<file path="src/rtl/vic_mem_arbiter.sv">
// vic_mem_arbiter: shares one synchronous RAM port between video fetch
// and a one-deep buffered CPU request, with a bounded-wait cycle steal.
module vic_mem_arbiter #(
  parameter int AW       = 16,
  parameter int DW       = 8,
  parameter int MAX_WAIT = 8,
  parameter int SCW      = 16
) (
  input  logic          clk,
  input  logic          reset,
  input  logic          vid_req,
  input  logic [AW-1:0] vid_addr,
  output logic [DW-1:0] vid_data,
  output logic          vid_valid,
  input  logic          cpu_req,
  input  logic          cpu_we,
  input  logic [AW-1:0] cpu_addr,
  input  logic [DW-1:0] cpu_wdata,
  output logic          cpu_busy,
  output logic          cpu_ack,
  output logic [DW-1:0] cpu_rdata,
  output logic [AW-1:0] mem_addr,
  output logic          mem_we,
  output logic [DW-1:0] mem_wdata,
  input  logic [DW-1:0] mem_rdata,
  output logic [SCW-1:0] steal_count
);

  typedef enum logic [1:0] {
    IDLE,
    PEND,
    RESP,
    ACK
  } state_t;

  localparam logic [7:0]     WAIT_LIM = 8'(MAX_WAIT);
  localparam logic [SCW-1:0] SC_MAX   = '1;

  state_t        state;
  logic          buf_we;
  logic [AW-1:0] buf_addr;
  logic [DW-1:0] buf_wdata;
  logic [7:0]    wait_cnt;

  logic grant;
  logic steal;
  logic accept;

  // CPU owns the port when video is idle or the wait limit is reached
  always_comb begin
    grant  = (state == PEND) &&
             (!vid_req || (wait_cnt == WAIT_LIM));
    steal  = grant && vid_req;
    accept = cpu_req && !cpu_busy;
  end

  // RAM port mux: buffered CPU access on grant, video otherwise
  always_comb begin
    mem_addr  = grant ? buf_addr : vid_addr;
    mem_we    = grant && buf_we;
    mem_wdata = grant ? buf_wdata : '0;
  end

  assign vid_data = mem_rdata;

  // Request FSM with registered handshake, video valid and steal count
  always_ff @(posedge clk or negedge reset) begin
    if (!reset) begin
      state       <= IDLE;
      buf_we      <= 1'b0;
      buf_addr    <= '0;
      buf_wdata   <= '0;
      wait_cnt    <= '0;
      cpu_busy    <= 1'b0;
      cpu_ack     <= 1'b0;
      cpu_rdata   <= '0;
      vid_valid   <= 1'b0;
      steal_count <= '0;
    end else begin
      cpu_ack   <= 1'b0;
      vid_valid <= vid_req && !grant;
      if (steal && (steal_count != SC_MAX))
        steal_count <= steal_count + 1'b1;
      unique case (state)
        IDLE: ;
        PEND: begin
          if (grant)
            state <= RESP;
          else
            wait_cnt <= wait_cnt + 8'd1;
        end
        RESP: begin
          if (!buf_we)
            cpu_rdata <= mem_rdata;
          cpu_busy <= 1'b0;
          cpu_ack  <= 1'b1;
          state    <= ACK;
        end
        ACK: state <= IDLE;
        default: state <= IDLE;
      endcase
      // IDLE and ACK both take a new request (ACK gives back-to-back)
      if (accept) begin
        buf_we    <= cpu_we;
        buf_addr  <= cpu_addr;
        buf_wdata <= cpu_wdata;
        wait_cnt  <= '0;
        cpu_busy  <= 1'b1;
        state     <= PEND;
      end
    end
  end

endmodule
</file>
<file path="config.mk">
export PLATFORM = sky130hd
export DESIGN_NAME = vic_mem_arbiter
export DESIGN_NICKNAME = d
export VERILOG_FILES = /design/src/rtl/vic_mem_arbiter.sv
export SDC_FILE = /design/constraint.sdc
export NUM_CORES = 1
export LEC_CHECK = 0
export CAP_MARGIN = 20
export CORE_AREA = 5 5 86 88
export DETAILED_ROUTE_END_ITERATION = 8
export DIE_AREA = 0 0 91 93
export PLACE_DENSITY = 0.9
export SLEW_MARGIN = 10
export SYNTH_ARGS = -nofsm -noshare
export SYNTH_HDL_FRONTEND = slang
export SYNTH_SLANG_ARGS = --single-unit
export TNS_END_PERCENT = 50
</file>
<file path="constraint.sdc">
create_clock -name clk -period 5.3 [get_ports clk]
set_clock_uncertainty 0.1 [all_clocks]
set_input_delay 0.795 -clock clk [delete_from_list [all_inputs] [get_ports clk]]
set_output_delay 0.795 -clock clk [all_outputs]
set_load 0.01 [all_outputs]
</file>
# Word-level counts from Yosys, hierarchy flattened
# Index checks and enable logic that the tools add are counted.
# W data, S select, Z words.
dict set report totals {
  regBits 62
  input_bits 53
  out_inout_bits 60
  wordCells 47
}
dict set report classes {
  n_addsub 2
  eq_ne 7
  muxes 11
  n_bitwise 1
  reduce_logical 16
}
# cell n
set op_table {}
lappend op_table {{$mux W8} 4}
lappend op_table {{$add A16 B1 Y16 const B} 1}
lappend op_table {{$mux W16} 1}
lappend op_table {{$ne A16 B16 Y1 const B} 1}
lappend op_table {{$add A8 B1 Y8 const B} 1}
lappend op_table {{$eq A8 B4 Y1 const B} 1}
lappend op_table {{$logic_and A1 B1 Y1} 6}
lappend op_table {{$pmux W2 S3} 1}
lappend op_table {{$reduce_and A2 Y1} 3}
lappend op_table {{$eq A2 B2 Y1 const B} 2}
lappend op_table {{$mux W2} 2}
lappend op_table {{$reduce_bool A2 Y1} 2}
lappend op_table {{$reduce_bool A4 Y1} 1}
lappend op_table {{$logic_not A1 Y1} 3}
lappend op_table {{$mux W1} 3}
lappend op_table {{$ne A3 B3 Y1 const B} 1}
lappend op_table {{$eq A2 B1 Y1 const B} 1}
lappend op_table {{$ne A2 B1 Y1 const B} 1}
lappend op_table {{$logic_or A1 B1 Y1} 1}
lappend op_table {{$not A1 Y1} 1}

# Depth between registers and ports, before layout
# Gate-level depths: netlist of the first run.
dict set report depth {
  depth_word 6
  mapped_depth 8
  depth_no_buf 6
}

# Worst setup path after synthesis of the first run
# No wires, ideal clock.
dict set report synth_timing {
  kind {register to output}
  startpoint {register wait_cnt[0]}
  endpoint {output mem_addr[10]}
  t_arrival_ns 1.676
  required_time_ns 4.405
  setup_slack_ns 2.729
  path_stages_with_launch 9
  n_path_buf 2
  cell_sequence {dfrtp_1 -> inv_1 -> ha_1 -> and4bb_4 -> nand2_2 -> a21o_1 -> buf_6 -> buf_12 -> mux2_4}
}
dict set report synth_between {
  elab_chain_len 4
}
# element line
set synth_rtl {}
lappend synth_rtl {{start, declared} 43} ;# logic [7:0] wait_cnt;
lappend synth_rtl {{start signal, assigned} 90} ;# wait_cnt <= wait_cnt + 8'd1;
lappend synth_rtl {{$eq A8 B4 Y1} 52} ;# (!vid_req || (wait_cnt == WAIT_LIM));
lappend synth_rtl {{$logic_or A1 B1 Y1} 52}
lappend synth_rtl {{$logic_and A1 B1 Y1} 51} ;# grant = (state == PEND) &&
lappend synth_rtl {{$mux W16} 59} ;# mem_addr = grant ? buf_addr : vid_addr;
lappend synth_rtl {{end, declared} 22} ;# output logic [AW-1:0] mem_addr,
# No other way between the ends.

# Final worst setup path of the first run
dict set report layout_timing {
  startpoint {input vid_req}
  endpoint {output mem_addr[3]}
}
dict set report layout_between {
  elab_chain_len 4
}
# element line
set layout_rtl {}
lappend layout_rtl {{start, declared} 11} ;# input logic vid_req,
lappend layout_rtl {{$logic_not A1 Y1} 52}
lappend layout_rtl {{$logic_or A1 B1 Y1} 52}
lappend layout_rtl {{$logic_and A1 B1 Y1} 51}
lappend layout_rtl {{$mux W16} 59}
# No other way between the ends.

==> results of run 1 <==
synth_stat cells (all sizes together):
cell	number	area, um2
dfrtp	62	1550
mux2	50	593
xor2	17	149
buf	16	124
and2	11	70.1
nand3	8	52.6
nand4	8	50.1
nor2	8	30.0
nor4	7	50.1
nand2	6	25.0
nor3	6	41.3
a21oi	5	25.0
inv	4	15.0
ha	3	37.5
or3	3	18.8
xnor2	3	26.3
a21o	2	15.0
and3	2	12.5
and4	2	17.5
nand2b	2	12.5
nor3b	2	15.0
nor4b	2	17.5
o21ai	2	10.0
a211oi	1	7.51
and3b	1	8.76
and4bb	1	16.3
mux2i	1	10.0
nand3b	1	7.51
nand4b	1	8.76
nor2b	1	6.26
state kept, by name, indices dropped and copies added (netlist names):
| signal | cells |
|---|---|
| buf_addr | 16 |
| steal_count | 16 |
| buf_wdata | 8 |
| cpu_rdata | 8 |
| wait_cnt | 8 |
| state | 2 |
| buf_we | 1 |
| cpu_ack | 1 |
| cpu_busy | 1 |
| vid_valid | 1 |
per-stage QoR:
stage	worst slack [ns]	cells	cell area (um2)	hold WS [ns]	total power, mW
finish	1.41	432	4330	0.399	1.75
global route	1.27	432	4330	0.417	1.85
CTS	1.39	431	4320	0.404	1.77
detailed placement	1.39	416	4130	0.389	1.37
global placement	1.48	416	4130	0.379	1.34
floorplan	2.73	238	3020	0.372	1.08
layer usage:
metal / part of all wire / wire length (um) / global-route usage / up-vias
met2: 0.53 / 3610 / 0.278 / 71
met4: 0.013 / 88 / 0.0636 / 0
met1: 0.40 / 2740 / 0.196 / 1085
met5: 0 / 0 / 0 / -
li1: - / - / - / 1061
met3: 0.058 / 399 / 0.0467 / 12
area by class of cell:
cell class                 count  area [um2]
multi-input combinational    156        1340
clock inverter                 5        50.0
inverter                       4        15.0
fill                         511        2240
clock buffer                  10         138
timing repair buffer         115        1140
sequential                    62        1550
tap                           80         100
worst max-delay path, stage by stage:
cell	delay, ns
clkdlybuf4s50_1	0.57
a21o_1	0.72
mux2_2	0.42
clkdlybuf4s50_1	0.48
cells by family (layout without fill, tap and decap cells):
| group | count (synthesis) | count (layout) | share of synthesized area |
|---|---|---|---|
| adders and majority gates | 3 | 3 | 0.0124 |
| DFF | 62 | 62 | 0.513 |
| buffers and inverters | 20 | 134 | 0.0459 |
| AOI/OAI and AO/OA | 10 | 10 | 0.0190 |
| muxes | 51 | 51 | 0.199 |
| xor gates and xnor gates | 20 | 20 | 0.0579 |
| and+or+nand+nor | 72 | 72 | 0.152 |
power by group:
group | switching [mW] | leakage (nW) | internal, mW
Sequential | 0.0861 | 0.785 | 0.626
Clock | 0.178 | 0.102 | 0.224
Combinational | 0.236 | 1.01 | 0.398
how the worst min path moves through the flow:
stage	from	end	slack, ns	depth (start not counted)
after detailed placement	buf_wdata[0]$_DFFE_PN0P_	buf_wdata[0]$_DFFE_PN0P_	0.39	1
after floorplan	buf_wdata[0]$_DFFE_PN0P_	buf_wdata[0]$_DFFE_PN0P_	0.37	1
after CTS	buf_wdata[0]$_DFFE_PN0P_	buf_wdata[0]$_DFFE_PN0P_	0.40	1
after global routing	buf_wdata[0]$_DFFE_PN0P_	buf_wdata[0]$_DFFE_PN0P_	0.42	1
final	steal_count[15]$_DFFE_PN0P_	steal_count[15]$_DFFE_PN0P_	0.40	1
after global placement	steal_count[15]$_DFFE_PN0P_	steal_count[15]$_DFFE_PN0P_	0.38	1
==> run summary, run 1 <==
reg2reg start: steal_count[0]$_DFFE_PN0P_
relative slew slack: 0.420
Total Routing Usage GR: 0.164
Setup Viol. Count Final: 0
Worst Setup Path Type: input pin to primary output
count of cell types in the netlist: 40
Syn Inst Count: 238
core area: 6570 um2
Syn. warnings: 0
Cell Rows: 30
Chip Height: 93 um
RSZ-0062 raised after global routing: false
Max Fanout on Critical Path: 18
Hold Vio Cnt, Final: 0
Die X: 91 um
Startpoint Class: input pin
LEAKAGE: 1.89 nW
Residual DRC: 0
Final Util: 0.659
Clock Tree Root: clkbuf_8
Worst VDD drop: 0.000224 V
Die ar.: 8460 um2
most common cell after layout, fill and taps aside: clkdlybuf4s50_1
CTS Hold Bufs: 0
CTS Buf Count: 9
CTS resizes: 0
initial antenna violation count: 0
Detailed Route WL: 6.84 mm
gpl congestion: 0.814
Final nets: 404
pwr dens: 404 nW/um2
CTS max path bufs: 2
Final HPWL DP: 4.99 mm
PortBufs: 112
vias in the first global route: 2319
drt pass-1 iters: 4
antenna-violating nets left: 0
Synth Cell Area: 3020 um2
CP required: 4.41 ns
later-pin clock latency in the skew report: 0.33 ns
syn_area_per_cell: 12.7 um2
H-tree levels: 3
register area share after synthesis: 0.513
layout cell share with drive strength beyond 1: 0.216
Initial Util: 0.460
area grow syn2layout: 43.1%
Setup crit end kind: primary output
first-pass GRT wire length: 11.1 mm
post-DR wirelength/cell: 15.8 um
reg-to-reg endpoint: steal_count[5]$_DFFE_PN0P_
status: finished, final reports clean
via count: 2229
Worst Path Arrival: 2.99 ns
commonest cells after routing, fill and taps aside: clkdlybuf4s50_1, dfrtp_1, mux2_2
Register-to-Register Path Depth: 6
clock sinks: 62
io pins: 113
worst slew pin tran: 0.870 ns
R2R Setup Slk: 3.16 ns
crit share post-route: 0.734
total negative slack: 0 ns
CTS tree: built
Hold/Removal Path Class: flip-flop to flip-flop
Max Cap Viol: 0
DR iter-0 viols: 62
fmax: 0.257 GHz
grt total ovfl: 0
clock slew at reported path FFs: 0.07 ns
Worst setup endpoint: mem_addr[3]
number of diodes: 0
Via-to-Cell Ratio: 5.16
Tmin final: 3.89 ns
worst setup path startpoint: vid_req
syn_nets: 294
pin count of the biggest net entering global routing: 63
Slew Viols, Final: 0
Setup Fix Bufs, Post-CTS: 0
Yosys reg bits: 62
Note: power is estimated with default switching activity, not from simulation.
==> inputs of run 2 (changes only) <==
- CORE_AREA: 5 5 86 88 -> 5 5 93 95
- DIE_AREA: 0 0 91 93 -> 0 0 98 100
- PLACE_DENSITY: 0.9 -> 0.82
- clock period: 5.3 -> 3.17 ns (I/O delays scaled with it)
==> run 2 against run 1 <==
Net effect: worst hold slack worse by 0.0032 ns; highest routed layer unchanged; global-route usage decreased by 1.7 points; critical path type is now flip-flop to primary output; die area increased by 16%; register-to-register slack got worse by 2.0 ns; design area up 2.9%; clock power is 89% higher; wire length increased by 1.6%.
==> run summary, run 2 (synthesis results as in run 1) <==
Clock Tree Root: clkbuf_8
Worst setup endpoint: mem_addr[8]
io pins: 113
Max Fanout on Critical Path: 18
first-pass GRT wire length: 11.6 mm
DR iter-0 viols: 71
Die ar.: 9800 um2
Tmin final: 3.05 ns
number of diodes: 0
crit share post-route: 0.962
worst slew pin tran: 0.759 ns
Initial Util: 0.395
later-pin clock latency in the skew report: 0.34 ns
CTS max path bufs: 2
clock sinks: 62
gpl congestion: 0.818
RSZ-0062 raised after global routing: false
vias in the first global route: 2398
biggest regs: buf_addr x16, steal_count x16
area grow syn2layout: 47.3%
Register-to-Register Path Depth: 6
relative slew slack: 0.492
Slew Viols, Final: 0
Residual DRC: 0
total negative slack: 0 ns
Worst Setup Path Type: flip-flop to primary output
reg2reg start: steal_count[0]$_DFFE_PN0P_
Max Used Layer: met4
Via-to-Cell Ratio: 4.91
Worst Path Arrival: 2.47 ns
fmax: 0.328 GHz
Multi-input gate area: 1340 um2
Max Cap Viol: 0
commonest cells after routing, fill and taps aside: clkdlybuf4s50_1, dfrtp_1, mux2_2
DR WL met3: 420 um
Chip Height: 100 um
WL met2: 3.75 mm
dpl cells: 443
reg-to-reg endpoint: steal_count[1]$_DFFE_PN0P_
Worst VDD drop: 0.000371 V
CTS Buf Count: 9
Setup Viol. Count Final: 0
grt total ovfl: 0
Hold Vio Cnt, Final: 0
pwr dens: 683 nW/um2
CTS tree: built
Detailed Route WL: 6.95 mm
clock slew at reported path FFs: 0.07 ns
CP required: 2.59 ns
H-tree levels: 3
worst setup path startpoint: wait_cnt[1]$_DFFE_PN0P_
non-filler cells, final: 461
initial antenna violation count: 0
# fillers: 643
Hold/Removal Path Class: flip-flop to flip-flop
pin count of the biggest net entering global routing: 31
Cell Rows: 32
post-DR wirelength/cell: 15.1 um
status: finished, final reports clean
drt pass-1 iters: 4
Die X: 98 um
Final HPWL DP: 5.24 mm
Reg area: 1550 um2
Final nets: 410
layout cell share with drive strength beyond 1: 0.223
core area: 7650 um2
DRT met1 WL: 2.70 mm
R2R Setup Slk: 1.16 ns
Setup crit end kind: primary output
antenna-violating nets left: 0
most common cell after layout, fill and taps aside: clkdlybuf4s50_1
Startpoint Class: flip-flop
Total Routing Usage GR: 0.146
LEAKAGE: 1.97 nW
PortBufs: 112
via count: 2264
[run 2: cell types whose count changed in the layout (fill, tap and decap cells not counted), sizes merged]
cell	change
buf	+6
clkdlybuf4s50	-4
dlymetal6s2s	+4
clkinv	-2
bufinv	+1
clkbuf	+1
dlygate4sd3	+1
[run 2: worst min path at each step]
stage	from	to	slack, ns	depth (start not counted)
floorplan	reset	buf_addr[0]$_DFFE_PN0P_	0.08	0
global placement	reset	steal_count[14]$_DFFE_PN0P_	0.27	1
detailed placement	reset	steal_count[12]$_DFFE_PN0P_	0.27	1
CTS	steal_count[15]$_DFFE_PN0P_	steal_count[15]$_DFFE_PN0P_	0.40	1
global route	buf_wdata[1]$_DFFE_PN0P_	buf_wdata[1]$_DFFE_PN0P_	0.42	1
finish	steal_count[15]$_DFFE_PN0P_	steal_count[15]$_DFFE_PN0P_	0.40	1
[run 2: critical path, cell delays in order (launching register included)]
cell,delay [ns]
dfrtp_1,0.42
inv_1,0.07
ha_1,0.14
and4bb_4,0.29
nand2_2,0.07
a21o_1,0.21
buf_12,0.16
mux2_4,0.30
clkdlybuf4s50_1,0.47
[run 2: area by class of cell]
type                    count  share of cell area
flip-flops and latches     62               0.348
multi-input cells         156               0.300
repair buffers            121               0.271
clock buffers              12              0.0326
well taps                 102              0.0287
clock inverters             4              0.0157
inverters                   4             0.00337
[run 2: report_power, final]
group	total [mW]	internal [mW]	switching, mW	leakage (nW)
Clock	0.759	0.462	0.296	0.110
Combinational	1.09	0.692	0.403	1.08
Sequential	1.19	1.05	0.140	0.785
Total	3.04	2.20	0.840	1.97
[run 2: stage by stage]
step	util	power [mW]	cell area (um2)	setup slack [ns]	hold slack, ns
2_1_floorplan	-	1.80	3020	0.919	0.0799
3_3_place_gp	0.551	2.26	4210	0.401	0.273
3_5_place_dp	0.551	2.31	4210	0.344	0.274
4_1_cts	0.580	3.09	4440	0.0709	0.400
5_1_grt	0.582	3.23	4450	0.00197	0.418
6_report	0.582	3.04	4450	0.122	0.395
[run 2: metal layers]
metal	track usage	up-vias
met4	0.0490	0
met1	0.163	1119
met3	0.0466	7
met2	0.264	63
met5	0	-
li1	-	1075
[run 2: what timing repair did]
item                                    in CTS  in global routing
gates resized for setup                      0                  4
hold buffers                                 1                  0
buffers inserted                             0                  1
hold endpoints to repair                    11                  0
endpoints found under the setup margin       0                  6
==> inputs of run 3 (changes only) <==
- CORE_AREA: 5 5 93 95 -> 5 5 92 94
- CTS_BUF_LIST: default -> sky130_fd_sc_hd__clkbuf_2
- DIE_AREA: 0 0 98 100 -> 0 0 97 99
- MAX_ROUTING_LAYER: default -> met4
- PLACE_DENSITY: 0.82 -> 0.83
==> run 3 against run 2 <==
Net effect: sequential power barely moved; critical path type unchanged; via count rose by 0.35%; non-clock buffer count fell by 2; clock power fell by 39%.
==> run summary, run 3 (synthesis results as in run 1) <==
relative slew slack: 0.483
Clock Tree Root: clkbuf_2
slowest CP cell: dfrtp_1
ordered list of cells on the worst path: inv_1 > ha_1 > and4bb_4 > nand2_2 > a21o_1 > buf_12 > mux2_4 > dlygate4sd2_1
Via-to-Cell Ratio: 4.95
post-DR wirelength/cell: 15.5 um
Cell Rows: 32
Worst VDD drop: 0.000313 V
initial antenna violation count: 0
Max Fanout on Critical Path: 18
Worst Setup Path Type: flip-flop to primary output
PortBufs: 112
worst slew pin tran: 0.776 ns
later-pin clock latency in the skew report: 0.46 ns
met2 GRT Util: 0.265
drt pass-1 iters: 4
Final Util: 0.571
Die X: 97 um
clock sinks: 62
clock slew at reported path FFs: 0.16 ns
non-filler cells, final: 459
Slew Viols, Final: 0
io pins: 113
Final nets: 408
Total Routing Usage GR: 0.158
DR iter-0 viols: 24
Fin Hold WS: 0.0274 ns
GR Util met3: 0.0368
most common cell after layout, fill and taps aside: clkdlybuf4s50_1
DP Area: 4200 um2
Initial Util: 0.400
Hold/Removal Path Class: input pin to asynchronous set/reset pin
layout cell share with drive strength beyond 1: 0.221
commonest cells after routing, fill and taps aside: clkdlybuf4s50_1, dfrtp_1, mux2_2
CTS max path bufs: 2
number of diodes: 0
Setup crit end kind: primary output
fmax: 0.336 GHz
vias in the first global route: 2433
LEAKAGE: 2.07 nW
gpl congestion: 0.782
CTS Buf Count: 9
H-tree levels: 3
via count: 2272
area grow syn2layout: 42.9%
biggest regs: buf_addr x16, steal_count x16
Startpoint Class: flip-flop
grt peak-use layer: met2
Detailed Route WL: 7.11 mm
RSZ-0062 raised after global routing: false
Global Route met1 Usage: 0.181
Setup Viol. Count Final: 0
Final HPWL DP: 5.28 mm
Tmin final: 2.98 ns
Worst Path Arrival: 2.40 ns
first-pass GRT wire length: 11.9 mm
antenna-violating nets left: 0
Residual DRC: 0
crit share post-route: 0.939
CP required: 2.59 ns
Max Cap Viol: 0
Design Area, Final: 4320 um2
Chip Height: 99 um
crit-path max cell delay: 0.42 ns
status: finished, final reports clean
CTS tree: built
core area: 7570 um2
Hold Vio Cnt, Final: 0
total negative slack: 0 ns
pin count of the biggest net entering global routing: 63
# fillers: 652
pwr dens: 625 nW/um2
dpl cells: 441
grt total ovfl: 0
Die ar.: 9600 um2
## run 3: cell types whose count changed in the layout (fill, tap and decap cells not counted), sizes merged, moves of 2 or more
cell | before | now
dlygate4sd2 | 0 | 16
dlymetal6s2s | 4 | 9
clkinv | 2 | 5
clkbuf | 12 | 10
clkdlybuf4s50 | 107 | 86
## run 3: critical path: cells and delay by family (launching register included)
kind,cells,cell delay (ns)
AOI/OAI and AO/OA,1,0.21
and+or+nand+nor,2,0.35
adders and majority gates,1,0.14
DFF,1,0.42
buffers and inverters,3,0.51
muxes,1,0.30
## run 3: layout make-up
class                      count  area (um2)  area share
clock buffer                  10        50.0      0.0116
multi-input combinational    156        1340       0.310
sequential                    62        1550       0.359
clock inverter                 6        52.6      0.0122
timing repair buffer         119        1180       0.274
tap                          102         128      0.0295
inverter                       4        15.0     0.00347
## run 3: repair_timing
item / CTS / global route
resized for setup: 16 / 9
setup buffers: 2 / 0
endpoints found under the setup margin: 16 / 9
hold buffers: 0 / 0
## run 3: report_power, final
part,internal (mW),total (mW),switching (mW)
sequential,1.04,1.18,0.139
clock,0.177,0.461,0.284
combinational,0.650,1.06,0.409
total,1.87,2.70,0.832
## run 3: final timing paths
path,startpoint,to,slack (ns),depth (start not counted)
worst max-delay path,wait_cnt[0]$_DFFE_PN0P_,mem_addr[7],0.19,8
worst min register to register,steal_count[15]$_DFFE_PN0P_,steal_count[15]$_DFFE_PN0P_,0.40,1
max in group asynchronous,reset,buf_we$_DFFE_PN0P_,2.42,2
worst min-delay path,reset,steal_count[15]$_DFFE_PN0P_,0.03,2
worst max register to register,steal_count[0]$_DFFE_PN0P_,steal_count[1]$_DFFE_PN0P_,1.24,6
min in group clk,steal_count[15]$_DFFE_PN0P_,steal_count[15]$_DFFE_PN0P_,0.40,1
## run 3: through the flow
stage | power [mW] | setup slack (ns)
after floorplan | 1.80 | 0.919
after global placement | 2.27 | 0.400
after detailed placement | 2.32 | 0.338
after CTS | 2.76 | 0.0994
after global routing | 2.89 | 0.0463
final | 2.70 | 0.193
## run 3: routing by layer
metal  up-vias  routed length [um]
li1       1071                   -
met1      1130                2880
met2        59                3850
met3        12                 285
met4         0                 103
met5         -                   0
